## config.mk

```make
export PLATFORM = sky130hd
export DESIGN_NAME = pipeline_run_controller
export DESIGN_NICKNAME = d
export VERILOG_FILES = /design/src/rtl/pipeline_run_controller.sv
export SDC_FILE = /design/constraint.sdc
export NUM_CORES = 1
export LEC_CHECK = 0
export CAP_MARGIN = 0
export CORE_MARGIN = 2
export CORE_UTILIZATION = 57
export CTS_CLUSTER_SIZE = 16
export DETAILED_ROUTE_END_ITERATION = 10
export DONT_BUFFER_PORTS = 1
export PLACE_DENSITY = 0.75
export SYNTH_ARGS = -nofsm -noshare
export SYNTH_HDL_FRONTEND = slang
export SYNTH_SLANG_ARGS = --single-unit
export TNS_END_PERCENT = 20
```

## constraint.sdc

```tcl
create_clock -name clk -period 2.4 [get_ports clk]
set_input_delay 0.36 -clock clk [delete_from_list [all_inputs] [get_ports clk]]
set_output_delay 0.36 -clock clk [all_outputs]
set_load 0.005 [all_outputs]
```

## src/rtl/pipeline_run_controller.sv

```systemverilog
// Pipeline run controller: debug-driven run/step/halt sequencing with per-cycle
// stall/flush generation and cycle/stall counters for the debug unit.
module pipeline_run_controller #(
    parameter int unsigned COUNT_WIDTH   = 32,
    parameter bit          START_RUNNING = 1'b0
) (
    input  logic                   clk,
    input  logic                   reset,
    input  logic                   load_use_hazard,
    input  logic                   branch_taken_ID,
    input  logic                   halt_instr_WB,
    input  logic                   debug_cmd_valid,
    input  logic [1:0]             debug_cmd,
    output logic                   debug_cmd_ready,
    output logic                   PC_write,
    output logic                   IF_ID_write,
    output logic                   pipe_write,
    output logic                   mux_ctrl_signal_sel,
    output logic                   IF_ID_flush,
    output logic                   halted,
    output logic [1:0]             state,
    output logic [COUNT_WIDTH-1:0] cycle_count,
    output logic [COUNT_WIDTH-1:0] stall_count
);

    typedef enum logic [1:0] {
        IDLE = 2'b00,
        RUN  = 2'b01,
        STEP = 2'b10,
        DONE = 2'b11
    } state_e;

    typedef enum logic [1:0] {
        CMD_NOP  = 2'b00,
        CMD_RUN  = 2'b01,
        CMD_STEP = 2'b10,
        CMD_HALT = 2'b11
    } cmd_e;

    state_e                 state_q, state_d;
    logic [COUNT_WIDTH-1:0] cycle_count_q, cycle_count_d;
    logic [COUNT_WIDTH-1:0] stall_count_q, stall_count_d;
    logic                   enabled;
    cmd_e                   cmd;

    assign cmd = cmd_e'(debug_cmd);

    always_comb begin
        enabled             = (state_q == RUN) || (state_q == STEP);
        PC_write            = 1'b0;
        IF_ID_write         = 1'b0;
        pipe_write          = 1'b0;
        mux_ctrl_signal_sel = 1'b1;
        IF_ID_flush         = 1'b0;
        debug_cmd_ready     = 1'b0;
        state_d             = state_q;

        if (enabled) begin
            pipe_write          = 1'b1;
            PC_write            = !load_use_hazard;
            IF_ID_write         = !load_use_hazard;
            mux_ctrl_signal_sel = !load_use_hazard;
            // A stalled branch re-resolves next cycle, so its flush waits too.
            IF_ID_flush         = branch_taken_ID && !load_use_hazard;
        end

        case (state_q)
            IDLE: begin
                if (debug_cmd_valid && cmd == CMD_RUN) begin
                    state_d         = RUN;
                    debug_cmd_ready = 1'b1;
                end else if (debug_cmd_valid && cmd == CMD_STEP) begin
                    state_d         = STEP;
                    debug_cmd_ready = 1'b1;
                end
            end
            RUN: begin
                if (halt_instr_WB) begin
                    state_d = DONE;
                end else if (debug_cmd_valid && cmd == CMD_HALT) begin
                    state_d         = IDLE;
                    debug_cmd_ready = 1'b1;
                end
            end
            STEP: begin
                state_d = halt_instr_WB ? DONE : IDLE;
            end
            default: begin
                state_d = DONE;
            end
        endcase

        cycle_count_d = cycle_count_q + COUNT_WIDTH'(pipe_write);
        stall_count_d = stall_count_q + COUNT_WIDTH'(enabled && load_use_hazard);
    end

    always_ff @(posedge clk) begin
        if (reset) begin
            state_q       <= START_RUNNING ? RUN : IDLE;
            cycle_count_q <= '0;
            stall_count_q <= '0;
        end else begin
            state_q       <= state_d;
            cycle_count_q <= cycle_count_d;
            stall_count_q <= stall_count_d;
        end
    end

    assign halted      = (state_q == DONE);
    assign state       = state_q;
    assign cycle_count = cycle_count_q;
    assign stall_count = stall_count_q;

endmodule
```

==> impl_metrics.ini, run 1 <==
[worst_setup_path]
cp_slowest_cell = or4_4
r2r_end = cycle_count[30]
ff2ff_setup_slack_ps = -4
slowest_delay_ps = 550
crit_type = flop to flop
r2r_cells = 9
crit_top_cell = ha_4
crit_arrival_ps = 2680
r2r-start = state[1]
crit_path_start_kind = flop
crit_path_cell_trace = inv_2 -> ha_4 -> ha_4 -> ha_4 -> nand4_4 -> or4_4 -> buf_6 -> or4_4 -> a21oi_2
cp_data_required_time_ps = 2680
endpoint_kind = flop
crit_fanout = 5

[yosys]
synth_cells = 369
synthesis.area_um2 = 3140
ys_types = 34
synth_flop_cell = dfxtp_1
ys_warn_count = 0
synth_seq_cells = 66
avgSynthCellArea_um2 = 8.51
yosysSeqAreaShare = 0.421
synth_top_cell_area_share = 0.421
synth_edf_count = 0
synthArstFlopShare = 0
yosys.area.top_type = dfxtp_1
synth.area.top_cells = dfxtp_1 42%, a21oi_1 5.6%, or4_1 5.3%
syn_nets = 384

[placement]
io_buffers = 0
gp_congestion = 0.788
placedCellCount = 435
place_hpwl_um = 4730
place_ws_ps = -9.62

[route]
postRouteAntennaNets = 0
top_layer_used = met4
routed_via_density = 6.12
wire_per_inst_um = 16.2
totalWireLength_um = 7420
dr_wl_met3_um = 613
met1_length_um = 3120
drcViolationCount = 0
dr.pass1.iters = 4
vias = 2809
routed-wl-met2_um = 3560
drtIter0Drc = 150

[global_route]
grt_max_degree = 69
antenna_found_initial = 0
grt_pass1_wl_um = 12200
grtUsageTotal = 0.250
grt-ovfl-total = 0
grt_pass1_vias = 2663

[timing]
finalMaxSlewViolations = 0
fin_crit_sh = 1.00
setup_viol = 1
fin_crit_ps = 2400
setup_slack_ps = -4.49
max_clock_freq_ghz = 0.416
rsz0062_at_grt = true
fin_worst_skew_ps = 6.94
finalHoldViolations = 0
fin_hold_ws_ps = 71.8
worst_pin_slew_ps = 620
maxSlewHeadroom = 0.585

[final_layout]
multi_input_area_um2 = 1820
stdcell_count = 459
n_antenna_cell = 0
nets = 397
drive_gt1_frac = 0.173
fillers = 463
area_growth_pct = 15.5
seq_area_um2 = 1320

[job]
maxCapViolCount = 0

[run_status]
status = finished, violations left
violations = negative setup slack

[floorplanning]
dieArea_um2 = 6120
die_y_um = 78.2
num_io_pins = 81
num_rows = 27
die_w_um = 78.2
start_util = 0.581
core_area_um2 = 5410

[clock_network]
clock_sinks = 66
clockBufferDepth = 2
cts_buffers = 9
clk_pin_slew_ps = 70
htreeDepth = 3
clkLatencyLatePin_ps = 350
cts_hold_repair.buffers = 0
root_buffer = clkbuf_8
cts_tree = built

[power]
vdd_drop_max_uv = 791
cellPowerDensity_nw_per_um2 = 687
p_leak_nw = 1.14
p_total_w = 0.00249

[min_path]
min_to = cycle_count[22]
hp-class = input port to flop
hold_depth = 1
min_from = reset
[synthesized netlist by cell type, types with 8 or more instances]
cell type	n
dfxtp_1	66
a21oi_1	35
nor2_1	29
nand3_1	24
or4_1	22
nand2_1	19
o31ai_1	19
nand4_1	18
o21ai_0	15
xor2_1	14
inv_1	13
clkbuf_1	12
or3_1	11
xnor2_1	11
nor3_1	8
[worst max-delay path: cells and delay by family (launching register included)]
family                     cells  cell delay, ps
AOI/OAI and AO/OA              1             130
adders and majority gates      3             570
buffers and inverters          2             200
and+or+nand+nor                3            1100
DFF                            1             330
[cell families (layout without fill, tap and decap cells)]
logic type,count (synthesis),count (layout),share of synthesized area
AOI/OAI and AO/OA,74,74,0.140
xor gates and xnor gates,25,25,0.0697
adders and majority gates,7,7,0.0279
buffers and inverters,32,50,0.0426
DFF,66,66,0.421
muxes,2,2,0.00717
and+or+nand+nor,163,163,0.292
[per-layer routing]
layer,track usage,vias to the layer above
li1,-,1382
met1,0.296,1340
met2,0.402,77
met3,0.102,10
met4,0.104,0
met5,0,-
[cell type report]
cell class / instances / share of cell area
inverter: 13 / 0.0135
timing repair buffer: 21 / 0.0448
tap: 72 / 0.0248
multi-input combinational: 271 / 0.503
sequential: 66 / 0.365
clock inverter: 3 / 0.0110
clock buffer: 13 / 0.0383
[report_power, final]
part,leakage [nW],internal [W],switching [W]
clock,0.0914,0.000478,0.000414
combinational,0.520,0.000221,0.000196
sequential,0.533,0.00114,0.0000409
[stage by stage]
step | setup TNS [ps] | area [um^2] | utilization
floorplan | 0 | 3190 | -
global route | -693 | 3630 | 0.671
detailed placement | -11.4 | 3290 | 0.609
global placement | 0 | 3290 | 0.609
finish | -4.49 | 3630 | 0.671
CTS | -4.43 | 3490 | 0.646
[how the worst max path moves through the flow]
stage              from              end  slack, ps  cells past startpoint
2_1_floorplan  state[0]  cycle_count[22]         10                      9
3_3_place_gp   state[1]  cycle_count[24]         40                      9
3_5_place_dp   state[1]  cycle_count[24]        -10                      9
4_1_cts        state[1]  cycle_count[24]         -4                      9
5_1_grt        state[1]  cycle_count[30]        -90                      9
6_report       state[1]  cycle_count[30]         -4                      9
[flip-flops by register name (all words and copies together), names as in the netlist]
register,count
stall_count,32
state,2
cycle_count,32
[layout by cell type (no fill, tap or decap), types with 7 or more instances in the layout]
cell	instances
a21oi_1	30
xor2_1	14
and4_1	7
nor2b_1	7
buf_4	18
xnor2_1	11
clkbuf_8	9
nand3_1	24
nand4_1	18
nand2_1	19
or4_1	16
or3_1	11
inv_1	11
o31ai_1	15
dfxtp_1	64
nor2_1	29
o21ai_0	15
nor3_1	7
[repair_timing]
item | CTS | global route
gates resized for setup | 3 | 19
endpoints found under the setup margin | 5 | 17
pin swaps | 0 | 9
buffers inserted | 1 | 6
gates cloned | 1 | 1
endpoints found under the hold margin | 0 | 0
Note: power is estimated with default switching activity, not from simulation.
==> run 2, diff against run 1 <==
--- a/config.mk
+++ b/config.mk
@@ -5,12 +5,14 @@
 export SDC_FILE = /design/constraint.sdc
 export NUM_CORES = 1
 export LEC_CHECK = 0
+export ABC_AREA = 1
 export CAP_MARGIN = 0
 export CORE_MARGIN = 2
 export CORE_UTILIZATION = 57
 export CTS_CLUSTER_SIZE = 16
 export DETAILED_ROUTE_END_ITERATION = 10
 export DONT_BUFFER_PORTS = 1
+export GPL_TIMING_DRIVEN = 0
 export PLACE_DENSITY = 0.75
 export SYNTH_ARGS = -nofsm -noshare
 export SYNTH_HDL_FRONTEND = slang
==> constraint.sdc (replaced) <==
create_clock -name clk -period 2.4 [get_ports clk]
set_input_delay 0.48 -clock clk [delete_from_list [all_inputs] [get_ports clk]]
set_output_delay 0.48 -clock clk [all_outputs]
set_load 0.005 [all_outputs]
==> run 2 against run 1 <==
Net effect:
- the flow now finishes without violations
- core utilization shrank 2.8 points
- clock skew increased by 3.2 ps
- combinational power is 47% lower
- cell count up 37%
- non-clock buffer count shrank 13
- global-route usage is 0.94 points lower
- synthesized cell count rose by 46%
- critical path depth rose by 3
- clock power fell by 8.3%
- sequential power is essentially flat
- critical endpoint is now stall_count[14]
- highest routed layer unchanged
==> impl_metrics.ini, run 2 <==
[clock_network]
clock_sinks = 66
clockBufferDepth = 2
cts_buffers = 9
htreeDepth = 3
clk_pin_slew_ps = 70
root_buffer = clkbuf_8
clkLatencyLatePin_ps = 340
cts_tree = built

[worst_setup_path]
r2r_cells = 12
cp_slowest_cell = ha_2
crit_arrival_ps = 2470
crit_fanout = 5
crit_path_start_kind = flop
r2r-start = state[1]
cp_data_required_time_ps = 2660
ff2ff_setup_slack_ps = 200
slowest_delay_ps = 370
endpoint_kind = flop
r2r_end = stall_count[14]
crit_path_cell_trace = inv_1 -> ha_2 -> nand2_1 -> inv_1 -> ha_1 -> ha_1 -> nand2_1 -> nor2_4 -> nand2_2 -> nor2_4 -> o21ai_0 -> nor2_1
crit_type = flop to flop

[power]
vdd_drop_max_uv = 530
swShare = 0.268
p_leak_nw = 1.44
p_total_w = 0.00219
sequentialPowerShare = 0.527
comb_power_share = 0.101
power.clock.fraction = 0.373
p_int_w = 0.00160
p_sw_w = 0.000588
cellPowerDensity_nw_per_um2 = 569

[yosys]
synth_top_cell_area_share = 0.369
synth_common_cells = 138 x nand2_1, 113 x nor2_1, 66 x dfxtp_1
ys_types = 26
yosysSeqAreaShare = 0.369
synth_flop_cell = dfxtp_1
synthesis.area_um2 = 3580
ys_warn_count = 0
synth_cells = 538
yosys.area.top_type = dfxtp_1
avgSynthCellArea_um2 = 6.65
synth_seq_cells = 66
synth_edf_count = 0
synth.most_common_cell = nand2_1
synthArstFlopShare = 0
syn_nets = 553
synth.area.top_cells = dfxtp_1 37%, nand2_1 14%, nor2_1 12%

[final_layout]
area_growth_pct = 7.62
drive_gt1_frac = 0.116
final_common_cell = nand2_1
final_cell_mix = 138 x nand2_1, 113 x nor2_1, 64 x dfxtp_1
n_antenna_cell = 0
nets = 564
stdcell_count = 628
post-route-cell-area_um2 = 3850

[timing]
setup_viol = 0
worst_pin_slew_ps = 554
finalMaxSlewViolations = 0
maxSlewHeadroom = 0.631
fin_worst_skew_ps = 10.2
fin_crit_ps = 2200
rsz0062_at_grt = false
max_clock_freq_ghz = 0.454
finalHoldViolations = 0
finalSetupTns_ps = 0
fin_crit_sh = 0.918
setup_slack_ps = 197

[route]
postRouteAntennaNets = 0
routed_via_density = 5.38
wire_per_inst_um = 13.1
vias = 3377
drcViolationCount = 0
totalWireLength_um = 8250
drtIter0Drc = 180
dr.pass1.iters = 5

[global_route]
grt_pass1_wl_um = 13700
grt_max_degree = 12
antenna_found_initial = 0
grtUsageTotal = 0.240
grt-ovfl-total = 0
grt_pass1_vias = 3064

[run_status]
status = completed

[floorplanning]
core_area_um2 = 5990
die_w_um = 83.2
dieArea_um2 = 6930
num_io_pins = 81
die_y_um = 83.2
num_rows = 28
start_util = 0.597

[placement]
place_ws_ps = 111
place_hpwl_um = 6390
gp_congestion = 0.861
io_buffers = 0
placedCellCount = 613
dpl-instance-area_um2 = 3670

[min_path]
hp-class = input port to flop
hold_depth = 4
min_to = state[0]
min_from = debug_cmd_valid

[job]
maxCapViolCount = 0
==> run 2: cell types whose count changed after synthesis, moves of 9 or more <==
cell,change
nand2_1,+119
nor2_1,+84
inv_1,+33
or4_1,-22
o31ai_1,-19
nand4_1,-17
nor2_4,+17
nand3_1,+13
nor2_2,+11
or3_1,-11
xnor2_1,-10
nand2_2,+9
==> run 2: cells by family (layout without fill, tap and decap cells) <==
kind of cell | count (synthesis) | count (layout) | synth area share
and+or+nand+nor | 343 | 343 | 0.443
DFF | 66 | 66 | 0.369
AOI/OAI and AO/OA | 60 | 60 | 0.0860
buffers and inverters | 55 | 70 | 0.0598
xor gates and xnor gates | 7 | 7 | 0.0171
adders and majority gates | 7 | 7 | 0.0245
==> run 2: power by group through the flow <==
stage / clock [W] / sequential (W) / combinational (W)
detailed placement: 0 / 0.00118 / 0.000219
global placement: 0 / 0.00118 / 0.000210
floorplan: 0 / 0.00117 / 0.000181
CTS: 0.000834 / 0.00115 / 0.000219
finish: 0.000818 / 0.00115 / 0.000220
global route: 0.000884 / 0.00116 / 0.000255
==> run 2: cell type report <==
cell class	count	area, um^2
fill	542	2140
tap	75	93.8
inverter	47	176
clock buffer	10	138
sequential	66	1320
clock inverter	5	31.3
buffer	8	37.5
multi-input combinational	417	2050
==> run 2: worst max path at each step <==
stage | slack, ps | from | to
finish | 200 | state[1] | stall_count[14]
CTS | 80 | state[0] | stall_count[22]
detailed placement | 110 | state[0] | stall_count[12]
global placement | 140 | state[0] | stall_count[10]
global route | 10 | state[0] | stall_count[10]
floorplan | 370 | state[0] | stall_count[10]
==> run 2: timing repair <==
item	in CTS	in global routing
hold buffers	0	0
setup buffers	0	0
hold endpoints to repair	0	0
endpoints found under the setup margin	0	11
gates resized for setup	0	4
==> run 2: stage by stage <==
stage | hold WS, ps | util
2_1_floorplan | 491 | -
3_3_place_gp | 519 | 0.613
3_5_place_dp | 523 | 0.613
4_1_cts | 415 | 0.641
5_1_grt | 436 | 0.643
6_report | 419 | 0.643
==> run 2: worst max-delay path: cells and delay by family (launching register included) <==
| kind | cells | cell delay (ps) |
|---|---|---|
| adder cells (fa/ha/maj) | 3 | 690 |
| AND/OR/NAND/NOR | 6 | 830 |
| flip-flops | 1 | 360 |
| AO/OA/AOI/OAI | 1 | 110 |
| buffers and inverters | 2 | 130 |
==> run 2: routing by layer <==
layer	GRT usage	part of all wire	wire, um	vias to the layer above
li1	-	-	-	1724
met1	0.292	0.44	3650	1536
met2	0.399	0.46	3830	109
met3	0.0915	0.081	672	8
met4	0.0641	0.012	95	0
met5	0	0	0	-
